$ cat src/rtl/pipe_ctrl_pkg.sv
// Shared types and parameter defaults for the pipeline hazard controller.
package pipe_ctrl_pkg;

  typedef enum logic [1:0] {
    RUN,
    LU_STALL,
    BR_FLUSH,
    MEM_WAIT
  } pipe_state_t;

  localparam int unsigned BR_PENALTY_DEF = 2;
  localparam int unsigned MAX_WAIT_DEF   = 15;

endpackage

$ cat src/rtl/pipe_ctrl_sat_counter.sv
// Up-counter with synchronous clear that sticks at all-ones instead of wrapping.
module sat_counter #(
  parameter int unsigned WIDTH = 16
) (
  input  logic             clk,
  input  logic             rst_n,
  input  logic             clr,
  input  logic             inc,
  output logic [WIDTH-1:0] count
);

  always_ff @(posedge clk or negedge rst_n) begin
    if (!rst_n) begin
      count <= '0;
    end else if (clr) begin
      count <= '0;
    end else if (inc && (count != '1)) begin
      count <= count + 1'b1;
    end
  end

endmodule

$ cat src/rtl/pipe_ctrl.sv
// Pipeline hazard controller: load-use stall, branch flush and memory-wait freeze,
// plus stall statistics and a sticky memory-timeout flag.
module pipe_ctrl
  import pipe_ctrl_pkg::*;
#(
  parameter int unsigned BR_PENALTY = BR_PENALTY_DEF,
  parameter int unsigned MAX_WAIT   = MAX_WAIT_DEF
) (
  input  logic        CLK,
  input  logic        RST_N,
  input  logic        LOAD_USE,
  input  logic        BR_TAKEN,
  input  logic        DMEM_BUSY,
  output logic        PC_EN,
  output logic        FD_EN,
  output logic        DE_EN,
  output logic        EM_EN,
  output logic        MW_EN,
  output logic        FD_FLUSH,
  output logic        DE_FLUSH,
  output logic [15:0] STALL_CNT,
  output logic        TIMEOUT
);

  localparam int unsigned WAIT_W     = $clog2(MAX_WAIT + 2);
  localparam logic [1:0]  FLUSH_INIT = 2'(BR_PENALTY - 1);

  pipe_state_t       state_q, state_d, ret_q, ret_d, eff_state;
  logic [1:0]        flush_q, flush_d;
  logic [WAIT_W-1:0] wait_cnt;

  // MEM_WAIT is transparent: once busy drops, the held state acts in that same cycle.
  always_comb begin
    eff_state = (state_q == MEM_WAIT) ? ret_q : state_q;
    state_d   = state_q;
    ret_d     = ret_q;
    flush_d   = flush_q;
    {PC_EN, FD_EN, DE_EN, EM_EN, MW_EN} = '0;
    FD_FLUSH  = 1'b0;
    DE_FLUSH  = 1'b0;
    if (!RST_N) begin
      FD_FLUSH = 1'b1;
      DE_FLUSH = 1'b1;
    end else if (DMEM_BUSY) begin
      state_d = MEM_WAIT;
      ret_d   = eff_state;
    end else begin
      {PC_EN, FD_EN, DE_EN, EM_EN, MW_EN} = '1;
      state_d = RUN;
      if (BR_TAKEN) begin
        FD_FLUSH = 1'b1;
        DE_FLUSH = 1'b1;
        flush_d  = FLUSH_INIT;
        state_d  = (FLUSH_INIT == 2'd0) ? RUN : BR_FLUSH;
      end else begin
        case (eff_state)
          BR_FLUSH: begin
            FD_FLUSH = 1'b1;
            flush_d  = flush_q - 2'd1;
            if (flush_q > 2'd1) state_d = BR_FLUSH;
          end
          LU_STALL: state_d = RUN;
          default: begin
            if (LOAD_USE) begin
              PC_EN    = 1'b0;
              FD_EN    = 1'b0;
              DE_FLUSH = 1'b1;
              state_d  = LU_STALL;
            end
          end
        endcase
      end
    end
  end

  always_ff @(posedge CLK or negedge RST_N) begin
    if (!RST_N) begin
      state_q <= RUN;
      ret_q   <= RUN;
      flush_q <= '0;
    end else begin
      state_q <= state_d;
      ret_q   <= ret_d;
      flush_q <= flush_d;
    end
  end

  sat_counter #(.WIDTH(16)) u_stall_cnt (
    .clk   (CLK),
    .rst_n (RST_N),
    .clr   (1'b0),
    .inc   (~PC_EN),
    .count (STALL_CNT)
  );

  sat_counter #(.WIDTH(WAIT_W)) u_wait_cnt (
    .clk   (CLK),
    .rst_n (RST_N),
    .clr   (~DMEM_BUSY),
    .inc   (DMEM_BUSY),
    .count (wait_cnt)
  );

  // Sets on the edge where the consecutive-busy count reaches MAX_WAIT+1.
  always_ff @(posedge CLK or negedge RST_N) begin
    if (!RST_N) begin
      TIMEOUT <= 1'b0;
    end else if (DMEM_BUSY && (wait_cnt == WAIT_W'(MAX_WAIT))) begin
      TIMEOUT <= 1'b1;
    end
  end

endmodule

$ cat config.mk
export PLATFORM = sky130hd
export DESIGN_NAME = pipe_ctrl
export DESIGN_NICKNAME = d
export VERILOG_FILES = /design/src/rtl/pipe_ctrl_pkg.sv /design/src/rtl/pipe_ctrl_sat_counter.sv /design/src/rtl/pipe_ctrl.sv
export SDC_FILE = /design/constraint.sdc
export NUM_CORES = 1
export LEC_CHECK = 0
export CORE_ASPECT_RATIO = 0.7
export CORE_MARGIN = 5
export CORE_UTILIZATION = 40
export DETAILED_ROUTE_END_ITERATION = 8
export GPL_ROUTABILITY_DRIVEN = 0
export HOLD_SLACK_MARGIN = 0.15
export PLACE_DENSITY_LB_ADDON = 0.2
export SETUP_SLACK_MARGIN = 0.5
export SYNTH_ARGS = -nofsm -noshare
export SYNTH_HDL_FRONTEND = slang
export SYNTH_SLANG_ARGS = --single-unit
$ cat constraint.sdc
create_clock -name CLK -period 2.4 [get_ports CLK]
set_clock_uncertainty 0.15 [all_clocks]
set_input_delay 0.24 -clock CLK [delete_from_list [all_inputs] [get_ports CLK]]
set_output_delay 0.24 -clock CLK [all_outputs]
set_load 0.03 [all_outputs]
# Yosys cells after proc, flatten, opt, wreduce, memory -nomap -nowiden
# Index checks and enable logic that the tools add are counted.
# W data, S select, Z words.
dict set report totals {
  regBits 28
  in_bits 5
  output_inout_bits 24
  word_cells 52
}
dict set report classes {
  addsub 3
  n_lt_le_gt_ge 1
  n_eq_ne 7
  n_mux 26
  bitwise 2
  n_reduce_logical 7
}
# op count
set ops {}
lappend ops {{$mux W1} 17}
lappend ops {{$add A16 B1 Y16 const B} 1}
lappend ops {{$ne A16 B16 Y1 const B} 1}
lappend ops {{$mux W2} 6}
lappend ops {{$mux W5} 2}
lappend ops {{$add A5 B1 Y5 const B} 1}
lappend ops {{$eq A5 B4 Y1 const B} 1}
lappend ops {{$ne A5 B5 Y1 const B} 1}
lappend ops {{$eq A2 B2 Y1 const B} 2}
lappend ops {{$pmux W2 S2} 1}
lappend ops {{$logic_and A1 B1 Y1} 3}
lappend ops {{$reduce_and A3 Y1} 1}
lappend ops {{$eq A2 B1 Y1 const B} 1}
lappend ops {{$gt A2 B1 Y1 const B} 1}
lappend ops {{$ne A2 B1 Y1 const B} 1}
lappend ops {{$not A1 Y1} 2}
lappend ops {{$reduce_and A2 Y1} 1}
lappend ops {{$reduce_bool A2 Y1} 1}
lappend ops {{$reduce_or A2 Y1} 1}
lappend ops {{$sub A2 B1 Y2 const B} 1}

# Logic depth before layout (Yosys ltp)
# Gate-level depths: netlist (run 1).
dict set report depth {
  depth_word 10
  mapped_depth 8
  mapped_depth_nobuf 8
}

# By module
# A second synthesis (run 1) with hierarchy kept.
dict set report hier_totals {
  cells_unflattened 166
  hier_area_um2 1601.5
}
# module instances cells_each area_per_inst_um2 seq_area_each_um2
set modules_own_cells {}
lappend modules_own_cells {{sat_counter (u_stall_cnt)} 1 98 942.2 400.4}
lappend modules_own_cells {pipe_ctrl 1 45 410.4 175.2}
lappend modules_own_cells {{sat_counter (u_wait_cnt)} 1 23 249.0 125.1}

# Worst setup path after synthesis (run 1)
# OpenSTA, ideal clock, no wires.
dict set report synth_path {
  kind {flip-flop to flip-flop}
  startpoint {register state_q[1]}
  endpoint {register u_stall_cnt.count[1]}
  setup_time_ps 125
  t_arrival_ps 1891
  required_ps 2125
  path_slack_ps 234
  stages_incl_launch_ff 9
  n_path_buf 0
  synth_period_minus_slack_ps 2166
  path_cell_list {dfrtp_1 inv_1 o21ai_0 ha_1 nand3b_1 nand2_1 inv_1 a31oi_4 mux2_4}
}
dict set report synth_via {
  elab_chain_len 10
  elab_cells_between_ends 11
  classes_between {3 x eq/ne; 5 x mux; 1 x bitwise; 2 x reduce/logical}
}
# element line
set synth_rtl {}
lappend synth_rtl {{start, declared} pipe_ctrl.sv:28} ;# pipe_state_t state_q, state_d, ret_q, ret_d, eff_state;
lappend synth_rtl {{start signal, assigned} pipe_ctrl.sv:82} ;# state_q <= state_d;
lappend synth_rtl {{$eq A2 B2 Y1} pipe_ctrl.sv:34} ;# eff_state = (state_q == MEM_WAIT) ? ret_q : state_q;
lappend synth_rtl {{$mux W2 (*)} pipe_ctrl.sv:34}
lappend synth_rtl {{$eq A2 B1 Y1 / $eq A2 B2 Y1 (equally long branches)} --}
lappend synth_rtl {{$reduce_or A2 Y1 (no line) (*)} --}
lappend synth_rtl {{$mux W1 (*) (4 in series)} --}
lappend synth_rtl {{named net FD_EN} pipe_ctrl.sv:15} ;# output logic FD_EN,
lappend synth_rtl {{$not A1 Y1 (*)} pipe_ctrl.sv:92} ;# .inc (~PC_EN),
lappend synth_rtl {{$logic_and A1 B1 Y1 (*)} pipe_ctrl_sat_counter.sv:17} ;# end else if (inc && (count != '1)) begin
lappend synth_rtl {{end signal, assigned} pipe_ctrl_sat_counter.sv:18} ;# count <= count + 1'b1;
lappend synth_rtl {{end, declared} pipe_ctrl_sat_counter.sv:9} ;# output logic [WIDTH-1:0] count
# Mark *: on every way through the listed nets, which the timed path passes. The rest lies on a longest branch.
# A chain may end at the register's enable or synchronous reset.

# Final worst setup path (run 1)
dict set report layout_path {
  startpoint {register state_q[0]}
  endpoint {output PC_EN}
}
dict set report layout_via {
  elab_chain_len 8
  elab_cells_between_ends 9
  classes_between {3 x eq/ne; 5 x mux; 1 x reduce/logical}
}
# element line
set layout_rtl {}
lappend layout_rtl {{$eq A2 B2 Y1 (*)} pipe_ctrl.sv:34}
lappend layout_rtl {{$mux W2 (*)} pipe_ctrl.sv:34}
lappend layout_rtl {{named net eff_state[1]} pipe_ctrl.sv:28}
lappend layout_rtl {{$eq A2 B1 Y1 / $eq A2 B2 Y1 (equally long branches)} pipe_ctrl.sv:56} ;# case (eff_state)
lappend layout_rtl {{$reduce_or A2 Y1 (no line) (*)} --}
lappend layout_rtl {{$mux W1 (*)} pipe_ctrl.sv:56}
lappend layout_rtl {{$mux W1 (*)} pipe_ctrl.sv:50} ;# if (BR_TAKEN) begin
lappend layout_rtl {{$mux W1 (*)} pipe_ctrl.sv:44} ;# end else if (DMEM_BUSY) begin
lappend layout_rtl {{$mux W1 (*)} pipe_ctrl.sv:41} ;# if (!RST_N) begin
lappend layout_rtl {{end, declared} pipe_ctrl.sv:14} ;# output logic PC_EN,
# Marks and branches as above.

==> impl_metrics.ini, run 1 <==
[global_route]
grt_pass1_vias = 1158
grt_pass1_wl_mm = 5.66
antenna_found_initial = 0
overflow = 0
grt_max_degree = 35
gr-usage-all-layers_pct = 15.2

[route]
via_per_inst = 5.07
first_pass_iters = 4
wl_met3_um = 186
postRouteAntennaNets = 0
postRouteWirelength_mm = 3.39
initialDrtViolationCount = 33
wl_met2_mm = 1.48
m1WireLength_mm = 1.67
drc = 0
routed.top_layer = met4
wl_per_cell_um = 15.0
vias = 1145

[final_layout]
fill_cells = 296
design_area_um2 = 2120
diodes = 0
drive_above_1_share_pct = 33.5
syn_to_final_growth_pct = 43.4
fin_nets = 188
stdcell_count = 226

[job]
drv_cap = 0

[power]
netSwitchingFraction_pct = 39.2
seqPwrFrac_pct = 39.4
intPower_mw = 1.15
power_density_nw_per_um2 = 893
p_switching_mw = 0.740
peakVddDrop_v = 0.000823
clockPowerShare_pct = 19.9
power.leakage_nw = 0.909
power_mw = 1.89
combPwrFrac_pct = 40.7

[synthesis]
ys_ff_latch = 28
syn_area_per_cell_um2 = 10.9
syn_inst = 135
synth_nets = 146
netlist_area_um2 = 1480
ys_warn_count = 0
ys_seq_area_share_pct = 47.5
ys_types = 40

[floorplan]
io_pins = 29
num_rows = 18
die_h_um = 60.8
die_x_um = 82.6
die_area_um2 = 5020
core_um2 = 3540
start_util_pct = 41.7

[sta]
slew_violations = 0
worst_pin_slew_ns = 0.351
hold_slack_ns = 0.252
relSlewSlack_pct = 76.6
final.min_clock_period_ns = 2.16
rsz0062_at_grt = yes
finalHoldViolCount = 0
tns_ns = 0
fmax_mhz = 463
fin_crit_sh_pct = 90.0
setup_viol = 0

[placed_design]
hpwlAfterDp_mm = 2.31
port_buffers = 28
dpl_cell_area_um2 = 1840
placedCellCount = 213

[clock_network]
clk_pin_slew_ns = 0.10
clk_path_buf_depth = 2
numClockSinks = 28
h-tree-depth = 1
cts_tree = done
ctsRootBufferMaster = clkbuf_8
cts_buffers = 3
clk_latency_ns = 0.28

[critical_path]
end_kind = primary output
cp.required_ns = 2.01
critPathLaunchType = flip-flop
critPathKind = flip-flop to primary output
worstPathArrival_ns = 1.77
path_max_fanout = 3

[worst_hold_path]
hold_path.class = primary input to asynchronous set/reset pin

[outcome]
status = finished clean
## cells by family (layout without fill, tap and decap cells)
family	Yosys count	count (layout)	share of synthesized area, %
AND/OR/NAND/NOR	47	47	19.9
flip-flops	28	28	47.5
AO/OA/AOI/OAI	25	25	12.7
XOR/XNOR	13	13	7.72
buffers and inverters	12	53	3.82
adder cells (fa/ha/maj)	6	6	5.09
multiplexers	4	4	3.22
## cells in the mapped netlist
| library cell | number | share of area, % |
|---|---|---|
| dfrtp_1 | 28 | 47 |
| o21ai_0 | 9 | 3.1 |
| inv_1 | 8 | 2.0 |
| nand2_1 | 7 | 1.8 |
| xnor2_1 | 7 | 4.2 |
| and2_1 | 6 | 2.5 |
| ha_1 | 6 | 5.1 |
| xor2_1 | 6 | 3.6 |
| a21oi_1 | 5 | 1.7 |
| nand3_1 | 5 | 1.7 |
| nand4_1 | 5 | 2.1 |
| nor2_1 | 5 | 1.3 |
| buf_4 | 3 | 1.5 |
| nor4_1 | 3 | 1.3 |
| a31oi_1 | 2 | 0.85 |
| and3_1 | 2 | 0.85 |
| mux2_2 | 2 | 1.5 |
| nand2b_1 | 2 | 0.85 |
| nor4b_1 | 2 | 1.2 |
| o21a_1 | 2 | 1.0 |
| a2111oi_4 | 1 | 1.9 |
| a21o_1 | 1 | 0.51 |
| a31oi_4 | 1 | 1.4 |
| a41oi_1 | 1 | 0.59 |
| and3_2 | 1 | 0.51 |
| and3b_1 | 1 | 0.59 |
| clkbuf_1 | 1 | 0.25 |
| mux2_4 | 1 | 1.0 |
| mux2i_1 | 1 | 0.68 |
| nand3_2 | 1 | 0.68 |
| nand3b_1 | 1 | 0.51 |
| nand4_2 | 1 | 0.85 |
| nand4b_1 | 1 | 0.59 |
| nor2b_1 | 1 | 0.42 |
| nor3_1 | 1 | 0.34 |
| nor4_4 | 1 | 1.4 |
| o2111ai_1 | 1 | 0.59 |
| o22a_1 | 1 | 0.59 |
| o31ai_1 | 1 | 0.51 |
| or2_2 | 1 | 0.42 |
## sequential cells by signal, indices dropped and copies added (netlist names)
register / cells
u_stall_cnt.count: 16
u_wait_cnt.count: 5
flush_q: 2
ret_q: 2
state_q: 2
TIMEOUT: 1
## path summary, 6_finish.rpt
check	endpoint	slack, ns	startpoint	cells after the start
worst min register to register	TIMEOUT	0.31	TIMEOUT	1
worst max-delay path	PC_EN	0.24	state_q[0]	7
worst min-delay path	u_wait_cnt.count[2]	0.25	RST_N	2
worst max register to register	u_stall_cnt.count[8]	0.26	state_q[0]	8
min in group CLK	TIMEOUT	0.31	TIMEOUT	1
max in group asynchronous	u_stall_cnt.count[0]	1.58	RST_N	2
## repair_timing
action | CTS | global route
pin swaps | 5 | 3
hold buffers | 0 | 0
endpoints found under the setup margin | 21 | 24
gates resized for setup | 18 | 7
setup buffers | 6 | 3
## power by group through the flow
| stage | Sequential [mW] | Combinational [mW] | Clock, mW |
|---|---|---|---|
| final | 0.743 | 0.769 | 0.376 |
| after CTS | 0.739 | 0.763 | 0.386 |
| after detailed placement | 0.746 | 0.697 | 0 |
| after floorplan | 0.874 | 0.304 | 0 |
| after global placement | 0.736 | 0.693 | 0 |
| after global routing | 0.766 | 0.827 | 0.405 |
## cell type report
class                   count  area (um2)  share of cell area (%)
clock buffers               3        41.3                    1.95
clock inverters             1        30.0                    1.42
inverters                   8        32.5                    1.54
multi-input cells          95         848                    40.1
flip-flops and latches     28         711                    33.6
well taps                  50        62.6                    2.96
repair buffers             41         390                    18.5
## per-layer routing
layer,up-vias,track usage [%]
met5,-,0
met4,0,5.59
met3,4,4.30
met2,25,22.6
met1,554,21.1
li1,562,-
## placed cells by master (no fill, tap or decap), types with 3 or more instances in the layout
cell type / instances
dfrtp_1: 20
clkdlybuf4s50_1: 17
buf_4: 16
dfrtp_2: 8
xnor2_1: 7
inv_1: 6
xor2_1: 6
o21ai_0: 6
and2_1: 6
nand4_1: 5
nand2_1: 5
nor2_1: 4
nand3_1: 4
ha_1: 4
a21oi_1: 3
clkbuf_8: 3
dlymetal6s2s_1: 3
buf_6: 3
## stage by stage
stage / setup WS [ns] / util (%)
3_3_place_gp: 0.299 / 52.1
6_report: 0.240 / 59.8
2_1_floorplan: 0.441 / -
3_5_place_dp: 0.257 / 52.1
5_1_grt: 0.154 / 59.8
4_1_cts: 0.308 / 58.1
## critical path, stage by stage (launching register included)
cell and delay, ns:
dfrtp_2 0.46, a21oi_2 0.22, ha_4 0.23, nand3b_1 0.11, buf_4 0.12, nand2_2 0.07, inv_4 0.10, buf_4 0.16
Power figures use the tool's default switching activity.
==> inputs of run 2 (changes only) <==
- GPL_TIMING_DRIVEN: unset -> 0
==> impl_metrics.ini, run 2 (synthesis results as in run 1) <==
[final_layout]
reg_top3 = u_stall_cnt.count: 16 flops, u_wait_cnt.count: 5 flops
drive_above_1_share_pct = 41.0
design_area_um2 = 2260
largest_reg_flops = 16
final_cell_mix = 20 x dfrtp_1, 18 x buf_4, 16 x clkdlybuf4s50_1
fin_nets = 200
regMostFlops = u_stall_cnt.count
final_common_cell = dfrtp_1
syn_to_final_growth_pct = 53.3
diodes = 0
utilization_pct = 63.9

[power]
power_density_nw_per_um2 = 822
combPwrFrac_pct = 45.2
clockPowerShare_pct = 13.9
power.leakage_nw = 0.967
netSwitchingFraction_pct = 41.5
peakVddDrop_v = 0.000603
intPower_mw = 1.09
seqPwrFrac_pct = 40.9
power_mw = 1.86
p_switching_mw = 0.770

[placed_design]
port_buffers = 28
pre_cts_ws_ns = -0.426
dpl_cell_area_um2 = 1850
hpwlAfterDp_mm = 2.31

[route]
initialDrtViolationCount = 59
postRouteAntennaNets = 0
drc = 0
vias = 1212
wl_per_cell_um = 15.0
first_pass_iters = 4
via_per_inst = 5.09
postRouteWirelength_mm = 3.57

[critical_path]
cp.required_ns = 2.42
worstPathArrival_ns = 2.25
crit_top_cell = buf_4
cpMaxStageDelayCell = a2111oi_4
critPathKind = flip-flop to flip-flop
cp_cell_sequence = inv_2, o21ai_4, ha_4, nand3b_1, buf_4, a2111oi_4, buf_4, nand3_2, o21a_1
cp_top_family = compound AO/OA/AOI/OAI gates
path_buf_inv = 3
end_kind = flip-flop
max_stage_delay_ns = 0.47
critPathLaunchType = flip-flop
path_max_fanout = 4

[job]
drv_cap = 0

[sta]
setup_slack_ns = 0.176
worst_pin_slew_ns = 0.413
relSlewSlack_pct = 72.5
final.min_clock_period_ns = 2.22
rsz0062_at_grt = yes
fin_crit_sh_pct = 92.7
slew_violations = 0
finalHoldViolCount = 0
fmax_mhz = 450
hold_slack_ns = 0.208
setup_viol = 0

[floorplan]
core_um2 = 3540
die_x_um = 82.6
die_area_um2 = 5020
start_util_pct = 41.7
io_pins = 29
die_h_um = 60.8
num_rows = 18

[global_route]
grt_max_degree = 29
gr-usage-all-layers_pct = 15.3
grt_pass1_wl_mm = 5.82
antenna_found_initial = 0
overflow = 0
grt_pass1_vias = 1200

[clock_network]
numClockSinks = 28
ctsRootBufferMaster = clkbuf_8
clk_path_buf_depth = 2
cts_tree = done
h-tree-depth = 1
cts_buffers = 3
clk_pin_slew_ns = 0.09
clk_latency_ns = 0.27

[worst_hold_path]
hold_path.class = primary input to flip-flop

[outcome]
status = finished clean
run 2: cell count changes in the layout (fill, tap and decap cells not counted), moves of 2 or more:
cell,before,now
clkdlybuf4s15_2,0,2
buf_4,16,18
clkbuf_1,0,2
buf_6,3,9
run 2: final timing paths:
kind,from,to,slack (ns),cells past startpoint
setup / recovery,state_q[1],u_stall_cnt.count[8],0.18,9
hold / removal,RST_N,ret_q[0],0.21,3
setup reg to reg,state_q[1],u_stall_cnt.count[8],0.18,9
hold reg to reg,TIMEOUT,TIMEOUT,0.31,1
max in group asynchronous,RST_N,u_stall_cnt.count[15],1.36,3
min in group asynchronous,RST_N,u_stall_cnt.count[1],0.56,3
run 2: power by group through the flow:
stage,Sequential [mW],Clock [mW],Combinational (mW)
6_report,0.761,0.258,0.839
3_3_place_gp,0.734,0,0.688
4_1_cts,0.749,0.269,0.768
5_1_grt,0.778,0.292,0.897
3_5_place_dp,0.748,0,0.704
2_1_floorplan,0.874,0,0.304
run 2: stage by stage:
stage | cells | setup TNS (ns)
2_1_floorplan | 135 | 0
3_3_place_gp | 213 | -21.91
3_5_place_dp | 213 | -1.30
4_1_cts | 228 | 0
5_1_grt | 238 | 0
6_report | 238 | 0
run 2: repair_timing:
| item | in CTS | in global routing |
|---|---|---|
| setup endpoints to repair | 24 | 27 |
| hold buffers | 2 | 0 |
| pin swaps | 12 | 12 |
| endpoints found under the hold margin | 28 | 0 |
| resized for setup | 46 | 33 |
| setup buffers | 9 | 10 |
| gates cloned | 0 | 0 |
run 2: area by class of cell:
cell class              count  area, um2
flip-flops and latches     28        711
fillers                   280       1270
plain buffers               4       30.0
repair buffers             49        478
clock buffers               4       45.0
inverters                   8       37.5
well taps                  50       62.6
multi-input cells          95        897
run 2: tightest hold or removal path: cells and delay by family:
kind,cells,cell delay (ns)
and+or+nand+nor,1,0.12
buffers and inverters,1,0.14
AOI/OAI and AO/OA,1,0.08
run 2: layer usage:
layer / track usage (%) / up-vias / share of wire (%)
li1: - / 587 / -
met1: 22.5 / 589 / 48
met2: 23.2 / 34 / 46
met3: 4.30 / 2 / 6.2
met4: 2.10 / 0 / 0.22
met5: 0 / - / 0
